File: config.mk
export PLATFORM = sky130hd
export DESIGN_NAME = decode_queue_flat
export DESIGN_NICKNAME = d
export VERILOG_FILES = /design/src/rtl/decode_queue_if.sv /design/src/rtl/decode_queue.sv /design/src/flat_wrapper.sv
export SDC_FILE = /design/constraint.sdc
export NUM_CORES = 2
export LEC_CHECK = 0
export BUFFER_PORTS_ARGS = -buffer_cell sky130_fd_sc_hd__buf_4
export CORE_UTILIZATION = 45
export DETAILED_ROUTE_END_ITERATION = 6
export SETUP_SLACK_MARGIN = 0.2
export SLEW_MARGIN = 0
export SYNTH_ARGS = -nofsm -noshare
export SYNTH_HDL_FRONTEND = slang
export SYNTH_SLANG_ARGS = --single-unit
File: constraint.sdc
create_clock -name clk -period 20.1 [get_ports clk]
set_input_delay 1.005 -clock clk [delete_from_list [all_inputs] [get_ports clk]]
set_output_delay 1.005 -clock clk [all_outputs]
set_load 0.01 [all_outputs]
File: src/rtl/decode_queue_if.sv
// Decoded-instruction record types and the fetch/issue-facing bundle of the
// decode queue.

package decode_queue_pkg;

  typedef enum logic [3:0] {
    OP_INVALID,
    OP_ADDU,
    OP_SUBU,
    OP_AND,
    OP_OR,
    OP_XOR,
    OP_SLL,
    OP_LUI,
    OP_BEQ,
    OP_BNE,
    OP_J,
    OP_JAL,
    OP_JR
  } op_t;

  typedef struct packed {
    op_t         op;
    logic [4:0]  rs1;
    logic [4:0]  rs2;
    logic [4:0]  rd;
    logic [31:0] imm;
    logic        use_imm;
    logic        is_controlflow;
  } decoded_instr_t;

endpackage

interface decode_queue_if #(
  parameter int unsigned FETCH_NUM = 2,
  parameter int unsigned ISSUE_NUM = 2
);
  localparam int unsigned ISS_W = $clog2(ISSUE_NUM + 1);

  logic                                         flush;
  logic [FETCH_NUM-1:0]                         in_valid;
  logic [FETCH_NUM-1:0][31:0]                   in_instr;
  logic [FETCH_NUM-1:0][31:0]                   in_pc;
  logic                                         in_ready;
  logic [ISSUE_NUM-1:0]                         out_valid;
  decode_queue_pkg::decoded_instr_t [ISSUE_NUM-1:0] out_decoded;
  logic [ISSUE_NUM-1:0][31:0]                   out_pc;
  logic [ISSUE_NUM-1:0]                         out_delayslot;
  logic [ISS_W-1:0]                             issue_num;

  modport master (
    output flush, in_valid, in_instr, in_pc, issue_num,
    input  in_ready, out_valid, out_decoded, out_pc, out_delayslot
  );

  modport slave (
    input  flush, in_valid, in_instr, in_pc, issue_num,
    output in_ready, out_valid, out_decoded, out_pc, out_delayslot
  );

endinterface

File: src/rtl/decode_queue.sv
// Multi-lane decode buffer: decodes fetched MIPS32 words on entry into a
// circular queue and holds back a branch until its delay slot can issue with it.

module decoder
  import decode_queue_pkg::*;
(
  input  logic [31:0]    instr_i,
  output decoded_instr_t dec_o
);
  logic [5:0]  opcode;
  logic [5:0]  funct;
  logic [4:0]  rs;
  logic [4:0]  rt;
  logic [4:0]  rd;
  logic [4:0]  shamt;
  logic [15:0] imm16;
  logic [25:0] target;
  logic [31:0] imm_sext;
  logic [31:0] imm_zext;

  assign opcode   = instr_i[31:26];
  assign rs       = instr_i[25:21];
  assign rt       = instr_i[20:16];
  assign rd       = instr_i[15:11];
  assign shamt    = instr_i[10:6];
  assign funct    = instr_i[5:0];
  assign imm16    = instr_i[15:0];
  assign target   = instr_i[25:0];
  assign imm_sext = {{16{imm16[15]}}, imm16};
  assign imm_zext = {16'h0000, imm16};

  always_comb begin
    dec_o = '0;
    case (opcode)
      6'h00: begin
        dec_o.rs1 = rs;
        dec_o.rs2 = rt;
        dec_o.rd  = rd;
        case (funct)
          6'h00: begin
            dec_o.op      = OP_SLL;
            dec_o.rs1     = rt;
            dec_o.rs2     = '0;
            dec_o.imm     = {27'h0, shamt};
            dec_o.use_imm = 1'b1;
          end
          6'h08: begin
            dec_o.op             = OP_JR;
            dec_o.rs2            = '0;
            dec_o.rd             = '0;
            dec_o.is_controlflow = 1'b1;
          end
          6'h21:   dec_o.op = OP_ADDU;
          6'h23:   dec_o.op = OP_SUBU;
          6'h24:   dec_o.op = OP_AND;
          6'h25:   dec_o.op = OP_OR;
          6'h26:   dec_o.op = OP_XOR;
          default: dec_o.op = OP_INVALID;
        endcase
      end
      6'h02, 6'h03: begin
        dec_o.op             = (opcode == 6'h03) ? OP_JAL : OP_J;
        dec_o.rd             = (opcode == 6'h03) ? 5'd31 : 5'd0;
        dec_o.imm            = {6'h00, target};
        dec_o.use_imm        = 1'b1;
        dec_o.is_controlflow = 1'b1;
      end
      6'h04, 6'h05: begin
        dec_o.op             = (opcode == 6'h04) ? OP_BEQ : OP_BNE;
        dec_o.rs1            = rs;
        dec_o.rs2            = rt;
        dec_o.imm            = imm_sext;
        dec_o.is_controlflow = 1'b1;
      end
      // I-type ALU ops write rt; the immediate replaces rs2.
      6'h09, 6'h0C, 6'h0D, 6'h0E, 6'h0F: begin
        dec_o.rs1     = (opcode == 6'h0F) ? 5'd0 : rs;
        dec_o.rd      = rt;
        dec_o.use_imm = 1'b1;
        case (opcode)
          6'h09:   begin dec_o.op = OP_ADDU; dec_o.imm = imm_sext; end
          6'h0C:   begin dec_o.op = OP_AND;  dec_o.imm = imm_zext; end
          6'h0D:   begin dec_o.op = OP_OR;   dec_o.imm = imm_zext; end
          6'h0E:   begin dec_o.op = OP_XOR;  dec_o.imm = imm_zext; end
          default: begin dec_o.op = OP_LUI;  dec_o.imm = {imm16, 16'h0000}; end
        endcase
      end
      default: dec_o.op = OP_INVALID;
    endcase
  end

endmodule

module decode_queue
  import decode_queue_pkg::*;
#(
  parameter int unsigned FETCH_NUM = 2,
  parameter int unsigned ISSUE_NUM = 2,
  parameter int unsigned DEPTH     = 8
) (
  input logic           clk,
  input logic           rst,
  decode_queue_if.slave dq
);
  localparam int unsigned PTR_W = $clog2(DEPTH);
  localparam int unsigned CNT_W = PTR_W + 1;

  decoded_instr_t ent_q [DEPTH];
  logic [31:0]    pc_q  [DEPTH];
  logic           ds_q  [DEPTH];

  logic [PTR_W-1:0] head_q, head_d;
  logic [PTR_W-1:0] tail_q, tail_d;
  logic [CNT_W-1:0] count_q, count_d;
  logic             last_cf_q, last_cf_d;

  decoded_instr_t [FETCH_NUM-1:0] dec;
  logic [FETCH_NUM-1:0]           lane_ds;
  logic [CNT_W-1:0]               enq_n;
  logic                           lane_last_cf;
  logic                           prev_cf;
  logic                           in_ready_c;
  logic                           enq;

  logic [ISSUE_NUM-1:0]                 out_valid_c;
  decoded_instr_t [ISSUE_NUM-1:0]       out_decoded_c;
  logic [ISSUE_NUM-1:0][31:0]           out_pc_c;
  logic [ISSUE_NUM-1:0]                 out_ds_c;
  logic [PTR_W-1:0]                     rd_idx;
  logic                                 present;
  logic                                 blocked;

  for (genvar j = 0; j < FETCH_NUM; j++) begin : g_dec
    decoder u_dec (
      .instr_i (dq.in_instr[j]),
      .dec_o   (dec[j])
    );
  end

  assign in_ready_c = (count_q <= CNT_W'(DEPTH - FETCH_NUM));
  assign enq        = in_ready_c && (dq.in_valid != '0) && !dq.flush;

  // Delay-slot marking chains through the lanes, seeded by the previous group.
  always_comb begin
    enq_n        = '0;
    lane_last_cf = last_cf_q;
    prev_cf      = last_cf_q;
    lane_ds      = '0;
    for (int j = 0; j < FETCH_NUM; j++) begin
      lane_ds[j] = prev_cf;
      prev_cf    = dec[j].is_controlflow;
      if (dq.in_valid[j]) begin
        enq_n        = enq_n + CNT_W'(1);
        lane_last_cf = dec[j].is_controlflow;
      end
    end
  end

  always_comb begin
    head_d    = head_q;
    tail_d    = tail_q;
    count_d   = count_q;
    last_cf_d = last_cf_q;
    if (dq.flush) begin
      head_d    = '0;
      tail_d    = '0;
      count_d   = '0;
      last_cf_d = 1'b0;
    end else begin
      head_d  = head_q + PTR_W'(dq.issue_num);
      count_d = count_q - CNT_W'(dq.issue_num);
      if (enq) begin
        tail_d    = tail_q + PTR_W'(enq_n);
        count_d   = count_d + enq_n;
        last_cf_d = lane_last_cf;
      end
    end
  end

  always_ff @(posedge clk or posedge rst) begin
    if (rst) begin
      head_q    <= '0;
      tail_q    <= '0;
      count_q   <= '0;
      last_cf_q <= 1'b0;
    end else begin
      head_q    <= head_d;
      tail_q    <= tail_d;
      count_q   <= count_d;
      last_cf_q <= last_cf_d;
    end
  end

  // Entry storage carries no reset; validity comes from count_q alone.
  always_ff @(posedge clk) begin
    if (enq) begin
      for (int j = 0; j < FETCH_NUM; j++) begin
        if (dq.in_valid[j]) begin
          ent_q[tail_q + PTR_W'(j)] <= dec[j];
          pc_q[tail_q + PTR_W'(j)]  <= dq.in_pc[j];
          ds_q[tail_q + PTR_W'(j)]  <= lane_ds[j];
        end
      end
    end
  end

  // A branch that is the last shown lane, or the last queued entry, waits
  // until its delay slot can go out in the same group.
  always_comb begin
    out_valid_c   = '0;
    out_decoded_c = '0;
    out_pc_c      = '0;
    out_ds_c      = '0;
    rd_idx        = '0;
    present       = 1'b0;
    blocked       = 1'b0;
    for (int i = 0; i < ISSUE_NUM; i++) begin
      rd_idx  = head_q + PTR_W'(i);
      present = (CNT_W'(i) < count_q);
      if ((ISSUE_NUM > 1) && present && ent_q[rd_idx].is_controlflow && !ds_q[rd_idx] &&
          ((i == ISSUE_NUM - 1) || (CNT_W'(i + 1) >= count_q))) begin
        blocked = 1'b1;
      end
      out_valid_c[i]   = present && !blocked;
      out_decoded_c[i] = ent_q[rd_idx];
      out_pc_c[i]      = pc_q[rd_idx];
      out_ds_c[i]      = present && ds_q[rd_idx];
    end
  end

  assign dq.in_ready      = in_ready_c;
  assign dq.out_valid     = out_valid_c;
  assign dq.out_decoded   = out_decoded_c;
  assign dq.out_pc        = out_pc_c;
  assign dq.out_delayslot = out_ds_c;

endmodule
File: src/flat_wrapper.sv
// flat-port wrapper written by rule: the top's interface ports become plain ports
module decode_queue_flat import decode_queue_pkg::*;
#(
  parameter int unsigned FETCH_NUM = 2,
  parameter int unsigned ISSUE_NUM = 2,
  parameter int unsigned DEPTH     = 8
)
  (clk, rst, dq_flush, dq_in_valid, dq_in_instr, dq_in_pc, dq_issue_num, dq_in_ready, dq_out_valid, dq_out_decoded, dq_out_pc, dq_out_delayslot);
  decode_queue_if #(.FETCH_NUM(FETCH_NUM), .ISSUE_NUM(ISSUE_NUM)) dq_i ();
  input logic clk;
  input logic rst;
  input wire logic [$bits(dq_i.flush)-1:0] dq_flush;
  input wire logic [$bits(dq_i.in_valid)-1:0] dq_in_valid;
  input wire logic [$bits(dq_i.in_instr)-1:0] dq_in_instr;
  input wire logic [$bits(dq_i.in_pc)-1:0] dq_in_pc;
  input wire logic [$bits(dq_i.issue_num)-1:0] dq_issue_num;
  output wire logic [$bits(dq_i.in_ready)-1:0] dq_in_ready;
  output wire logic [$bits(dq_i.out_valid)-1:0] dq_out_valid;
  output wire logic [$bits(dq_i.out_decoded)-1:0] dq_out_decoded;
  output wire logic [$bits(dq_i.out_pc)-1:0] dq_out_pc;
  output wire logic [$bits(dq_i.out_delayslot)-1:0] dq_out_delayslot;
  assign dq_i.flush = dq_flush;
  assign dq_i.in_valid = dq_in_valid;
  assign dq_i.in_instr = dq_in_instr;
  assign dq_i.in_pc = dq_in_pc;
  assign dq_i.issue_num = dq_issue_num;
  assign dq_in_ready = dq_i.in_ready;
  assign dq_out_valid = dq_i.out_valid;
  assign dq_out_decoded = dq_i.out_decoded;
  assign dq_out_pc = dq_i.out_pc;
  assign dq_out_delayslot = dq_i.out_delayslot;
  decode_queue #(.FETCH_NUM(FETCH_NUM), .ISSUE_NUM(ISSUE_NUM), .DEPTH(DEPTH)) u_core (.clk(clk), .rst(rst), .dq(dq_i));
endmodule
* Word level (Yosys, flattened, before mapping)
Memories as Yosys holds them, arrays and structs flattened.
Index checks and enable logic that the tools add are counted.
** Operators by class
- Divide/modulo/power cells :: 0
- Reductions and logical operators :: 38
- Magnitude comparators :: 4
- Multipliers :: 0
- Add/sub/neg operators :: 7
- Eq/ne operators :: 30
- Shifts and indexed selects :: 0
- Multiplexer cells :: 57
- Bitwise gates (word level) :: 0
** Operators with widths (count)
- $pmux 32 s4 :: 2
- $pmux 32 s2 :: 2
- $eq 6x4->1 const B :: 12
- $eq 6x6->1 const B :: 10
- $pmux 5 s3 :: 4
- $pmux 4 s7 :: 2
- $mux 5 :: 10
- $pmux 4 s4 :: 2
- $eq 6x2->1 const B :: 4
- $eq 6x3->1 const B :: 4
- $logic_not 6->1 :: 4
- $pmux 3 s4 :: 2
- $pmux 5 s2 :: 2
- $mux 1 :: 19
- $reduce_or 7->1 :: 2
- $mux 4 :: 3
- $mux 6 :: 2
- $reduce_or 2->1 :: 6
- $logic_and 1x1->1 :: 11
- $reduce_or 5->1 :: 2
- $mux 3 :: 3
- $lt 1x4->1 const A :: 2
- $pmux 1 s2 :: 4
- $reduce_or 4->1 :: 2
- other kinds (13) :: 20
** Word-level totals
- Bits in read-only memories :: 0
- Memories :: 3
- RAM bits :: 688
- Flip-flop bits (word level) :: 11
- Bits in latches :: 0
** Memories
- u_core.ent_q :: depth 8, width 53, read ports 2, clocked after Yosys merged registers in 0, write ports 2, line decode_queue.sv:108 : decoded_instr_t ent_q [DEPTH];
- u_core.pc_q :: depth 8, width 32, read ports 2, clocked after Yosys merged registers in 0, write ports 2, line decode_queue.sv:109 : logic [31:0] pc_q [DEPTH];
- u_core.ds_q :: depth 8, width 1, read ports 2, clocked after Yosys merged registers in 0, write ports 2, line decode_queue.sv:110 : logic ds_q [DEPTH];

* Longest topological paths before layout
- Depth in word-level cells :: 8
- Gate-level depth with buffers :: 10
- Mapped depth without buffers :: 9

* Cells and area by module
A second synthesis with hierarchy kept.
** Unflattened totals
- Cell total of the unflattened synthesis :: 2484
- Area total of the unflattened synthesis :: 42186.7 µm²
** By module, submodules not included
- decode_queue :: area each 40207.3 µm², instances 1, cells each 2174, sequential area each 20935.1 µm²
- decoder :: area each 989.7 µm², instances 2, cells each 155, sequential area each 0.0 µm²

* Worst setup path before layout
No wires, ideal clock.
- Path kind :: input-to-reg
- Start :: input dq_in_valid[1]
- End :: memory u_core.ds_q[0] (enable)
- Data arrival time :: 8429 ps
- Slack :: 11013 ps
- Buffers on the path :: 0
- Setup time :: 658 ps
- Cell stages on the path :: 5
- Data required time :: 19442 ps
- Cells stage by stage :: inv_1 > ha_1 > a311o_1 > or4_1 > o31ai_1
** RTL lines
- start: declaration :: line flat_wrapper.sv:13 : input wire logic [$bits(dq_i.in_valid)-1:0] dq_in_valid;
- end: declaration :: line decode_queue.sv:110

* Worst setup path in the final report
- Start :: register u_core.head_q[1]
- End :: output dq_out_valid[1]
** Between the ends
- Cells in the longest elaborated chain, start to end :: 8
- Elaborated cells on any way between the ends :: 14
- Those cells by class :: add/sub (1); mux (2); reduce/logical (9); memory (2)
** RTL lines
- start: declaration :: line decode_queue.sv:112 : logic [PTR_W-1:0] head_q, head_d;
- start signal: assignment :: line decode_queue.sv:182 : head_q <= '0;
- start signal: assignment :: line decode_queue.sv:187 : head_q <= head_d;
- branches (longest 5 deep; another with $mem_v2 8x53)
- $mux 1 * :: line decode_queue.sv:220 : if ((ISSUE_NUM > 1) && present && ent_q[rd_idx].is_controlflow && !ds_q[rd_idx] &&
- $logic_not 1->1 * :: line decode_queue.sv:224 : out_valid_c[i] = present && !blocked;
- $logic_and 1x1->1 * :: line decode_queue.sv:224
- end: declaration :: line flat_wrapper.sv:18 : output wire logic [$bits(dq_i.out_valid)-1:0] dq_out_valid;
Mark *: on every way between the ends.

==> flow_metrics.env <==
export IMPL_fmaxAchievable_ghz=0.158
export IMPL_drt_iter0_markers=3870
export IMPL_cellInternalPower_mw=3.16
export IMPL_initial_utilization_pct=45.8
export IMPL_timing_setup_critical_path_class="reg -> out"
export IMPL_crit_required_ps=19090
export IMPL_worst_slew_pin_transition_ps=1440
export IMPL_warnings_from_yosys=0
export IMPL_place_port_buffers=309
export IMPL_hpwl_um=83200
export IMPL_net_switching_power_mw=1.34
export IMPL_initial_antenna_violation_count=9
export IMPL_cp_num_buf_inv=3
export IMPL_gpl_congestion=0.893
export IMPL_drt_vias_per_instance=6.35
export IMPL_max_slew_margin_pct=4.15
export IMPL_cts_tree="built"
export IMPL_detail_route_first_pass_iterations=6
export IMPL_clk_latency_ps=640
export IMPL_htree_num_levels=3
export IMPL_die_h_um=305
export IMPL_grt_total_usage_pct=29.3
export IMPL_fin_nets=3663
export IMPL_critPathMostFrequentCell="buf_4"
export IMPL_route_detailed_drc=0
export IMPL_power_per_cell_area_nw_per_um2=95.3
export IMPL_grt_busiest_layer="met2"
export IMPL_layout_drive_gt1_share_pct=30.0
export IMPL_drtAntennaViolNets=0
export IMPL_top_level_ports=310
export IMPL_outcome="finished, final reports clean"
export IMPL_fin_tns_setup_ps=0
export IMPL_fin_skew_ps=25.6
export IMPL_cts_sinks=699
export IMPL_pwr_share_comb_pct=27.9
export IMPL_critical_path_startpoint_type="register"
export IMPL_worst_setup_slack_before_clock_tree_synthesis_ps=14340
export IMPL_met2_usage_pct=46.1
export IMPL_cts_buffers_inserted=80
export IMPL_hp_class="in -> async"
export IMPL_sw_frac_of_total_pct=29.8
export IMPL_synth_avg_cell_area_sq_um=12.2
export IMPL_worst_slack_ps=13760
export IMPL_cap_violations=0
export IMPL_synth_async_reset_ratio_pct=1.57
export IMPL_clk_pin_slew_worst_paths_ps=60
export IMPL_fp_coreArea_sq_um=90600
export IMPL_rows=110
export IMPL_grt_setup_unrepaired="false"
export IMPL_grt_start_max_net_pins=135
export IMPL_clockBufferDepth=3
export IMPL_finalSetupViolCount=0
export IMPL_timing_critical_path_depth=7
export IMPL_report_final_hold_viol_count=0
export IMPL_r2r_worst_path_cells=5
export IMPL_critical_path_cell_chain="ha_4 > buf_12 > buf_4 > mux4_2 > mux2_2 > a31oi_1 > buf_4"
export IMPL_crit_fanout=101
export IMPL_critical_path_top_delay_family="buffers and inverters"
export IMPL_fillers=7765
export IMPL_grt_first_pass_wirelength_um=200000
export IMPL_setup_worst_path_end_class="output pin"
export IMPL_p_leak_nw=17.5
export IMPL_power_share_sequential_pct=39.3
export IMPL_synth_distinct_cells=69
export IMPL_synth_main_ff_cell="edfxtp_1"
export IMPL_grt_met1_usage_pct=40.8
export IMPL_synth_nets=3535
export IMPL_final_min_period_over_clock_period_pct=31.5
export IMPL_report_power_total_mw=4.50
export IMPL_vdd_ir_drop_max_v=0.0000604
export IMPL_routed_wl_um=138000
export IMPL_cts_resized_gates=0
export IMPL_clock_root_buffer="clkbuf_16"
export IMPL_overall_die_width_um=305
export IMPL_hold_slack_ps=407
export IMPL_synth_area_sq_um=41400
export IMPL_post_cts_setup_buffer_count=0
export IMPL_synth_seq_cells=699
export IMPL_holdBufCountCts=0
export IMPL_globalRoute_totalOverflow=0
export IMPL_clkPwrFrac_pct=32.8
export IMPL_final_max_slew_viol_count=0
export IMPL_cp_data_arrival_time_ps=5340
export IMPL_synth_enable_flop_cells=688
export IMPL_average_wire_per_cell_in_the_routed_design_um=29.0
export IMPL_grt_pass1_vias=29300
export IMPL_synth_sequential_area_ratio_pct=50.5
export IMPL_syn_instance_count=3386
export IMPL_global_route_usage_met3_pct=5.30
export IMPL_cpPeakStageDelay_ps=1010
export IMPL_slowest_stage="dfrtp_4"
export IMPL_num_vias=30200
export IMPL_timing_final_crit_period_ps=6340
export IMPL_area_delta_synth_final_pct=13.9
export IMPL_fp_dieArea_sq_um=93300
cell usage after synthesis (6+ instances only):
cell / count / share of area [%]
o21ai_1: 6 / 0.072
nand2b_1: 14 / 0.21
buf_1: 64 / 0.58
dfrtp_1: 11 / 0.66
clkbuf_1: 174 / 1.6
buf_2: 53 / 0.64
o21ai_0: 165 / 2.0
ha_1: 10 / 0.30
mux4_2: 344 / 19
nor2b_1: 16 / 0.24
a221oi_1: 16 / 0.34
nand3_1: 9 / 0.11
xnor2_1: 6 / 0.13
edfxtp_1: 688 / 50
a31oi_1: 8 / 0.12
inv_1: 33 / 0.30
nor3_1: 21 / 0.25
a22oi_2: 8 / 0.24
a22oi_1: 53 / 0.96
buf_4: 34 / 0.62
mux2_2: 172 / 4.7
nor3b_1: 6 / 0.11
xor2_1: 6 / 0.13
a211oi_1: 17 / 0.31
nand4_1: 7 / 0.11
mux2i_1: 138 / 3.3
nor2_1: 133 / 1.2
nand2_1: 963 / 8.7
nor4_1: 6 / 0.091
a21oi_1: 117 / 1.4
cell families after synthesis:
| family | share of synthesized area [%] |
|---|---|
| mux | 26.7 |
| xor+xnor | 0.254 |
| buf+inv | 3.74 |
| fa+ha+maj | 0.495 |
| simple gates | 11.9 |
| compound gates | 6.41 |
| flops | 50.5 |
final timing paths:
kind | end | startpoint | slack [ps]
max | dq_out_valid[1] | u_core.head_q[1]$_DFF_PP0_ | 13760
max in group asynchronous | u_core.head_q[0]$_DFF_PP0_ | rst | 19310
min in group clk | u_core.tail_q[1]$_DFFE_PP0P_ | dq_flush | 680
max reg2reg | u_core.ent_q[5][18]$_DFFE_PP_ | u_core.tail_q[0]$_DFFE_PP0P_ | 15360
min reg2reg | u_core.tail_q[2]$_DFFE_PP0P_ | u_core.tail_q[2]$_DFFE_PP0P_ | 680
min | u_core.tail_q[1]$_DFFE_PP0P_ | rst | 410
routing by layer:
layer / vias up / part of all wire (%)
met5: - / 0.026
met2: 1662 / 47
met4: 8 / 3.5
met1: 15300 / 40
li1: 12900 / -
met3: 272 / 9.3
power groups by stage:
stage | logic [mW] | clock network, mW | registers (mW)
6_report | 1.25 | 1.48 | 1.77
5_1_grt | 1.33 | 1.54 | 1.78
4_1_cts | 1.26 | 1.49 | 1.77
3_5_place_dp | 1.26 | 0 | 1.80
3_3_place_gp | 1.25 | 0 | 1.80
2_1_floorplan | 0.789 | 0 | 1.78
layout make-up:
type / count / area, sq um / area share (%)
Antenna cell: 7 / 17.5 / 0.0371
Clock buffer: 94 / 2110 / 4.46
Clock inverter: 48 / 474 / 1.00
Inverter: 33 / 124 / 0.263
Multi-Input combinational cell: 2328 / 19200 / 40.7
Sequential cell: 699 / 20900 / 44.4
Tap cell: 1176 / 1470 / 3.12
Timing Repair Buffer: 372 / 2830 / 6.00
stage by stage:
stage          area, sq um  util [%]  std cells
2_1_floorplan        41400         -       3386
3_3_place_gp         44600      49.2       4608
3_5_place_dp         44600      49.2       4608
4_1_cts              47200      52.1       4750
5_1_grt              47200      52.1       4755
6_report             47200      52.1       4757
worst reg2reg max path: stages, from the launching register on:
cell and delay (ps):
dfrtp_1 920, ha_1 420, nor4_4 720, nand2_4 800
o21ai_4 550, buf_4 880
sequential cells by signal (all words and copies together) (netlist names):
signal,count
u_core.ent_q,424
u_core.last_cf_q,1
u_core.count_q,4
u_core.tail_q,3
u_core.ds_q,8
u_core.head_q,3
u_core.pc_q,256
cells in the final DEF (no fill, tap or decap), types with 7 or more instances in the layout:
master      synthesis  final
nand2_1           963    961
edfxtp_1          688    688
buf_4              34    369
mux4_2            344    344
mux2_2            172    172
o21ai_0           165    159
mux2i_1           138    138
nor2_1            133    130
a21oi_1           117    117
clkbuf_16           0     81
a22oi_1            53     53
inv_1              33     33
nor3_1             21     20
a221oi_1           16     16
nor2b_1            16     15
clkinv_1            0     15
a211oi_1           17     14
nand2b_1           14     13
clkbuf_1          174     10
ha_1               10      9
clkinvlp_4          0      9
a31oi_1             8      8
a22oi_2             8      8
bufinv_16           0      8
clkinv_2            0      8
dfrtp_1            11      8
diode_2             0      7
nand3_1             9      7
nand4_1             7      7
No activity file was read; power rests on OpenSTA's default activity.
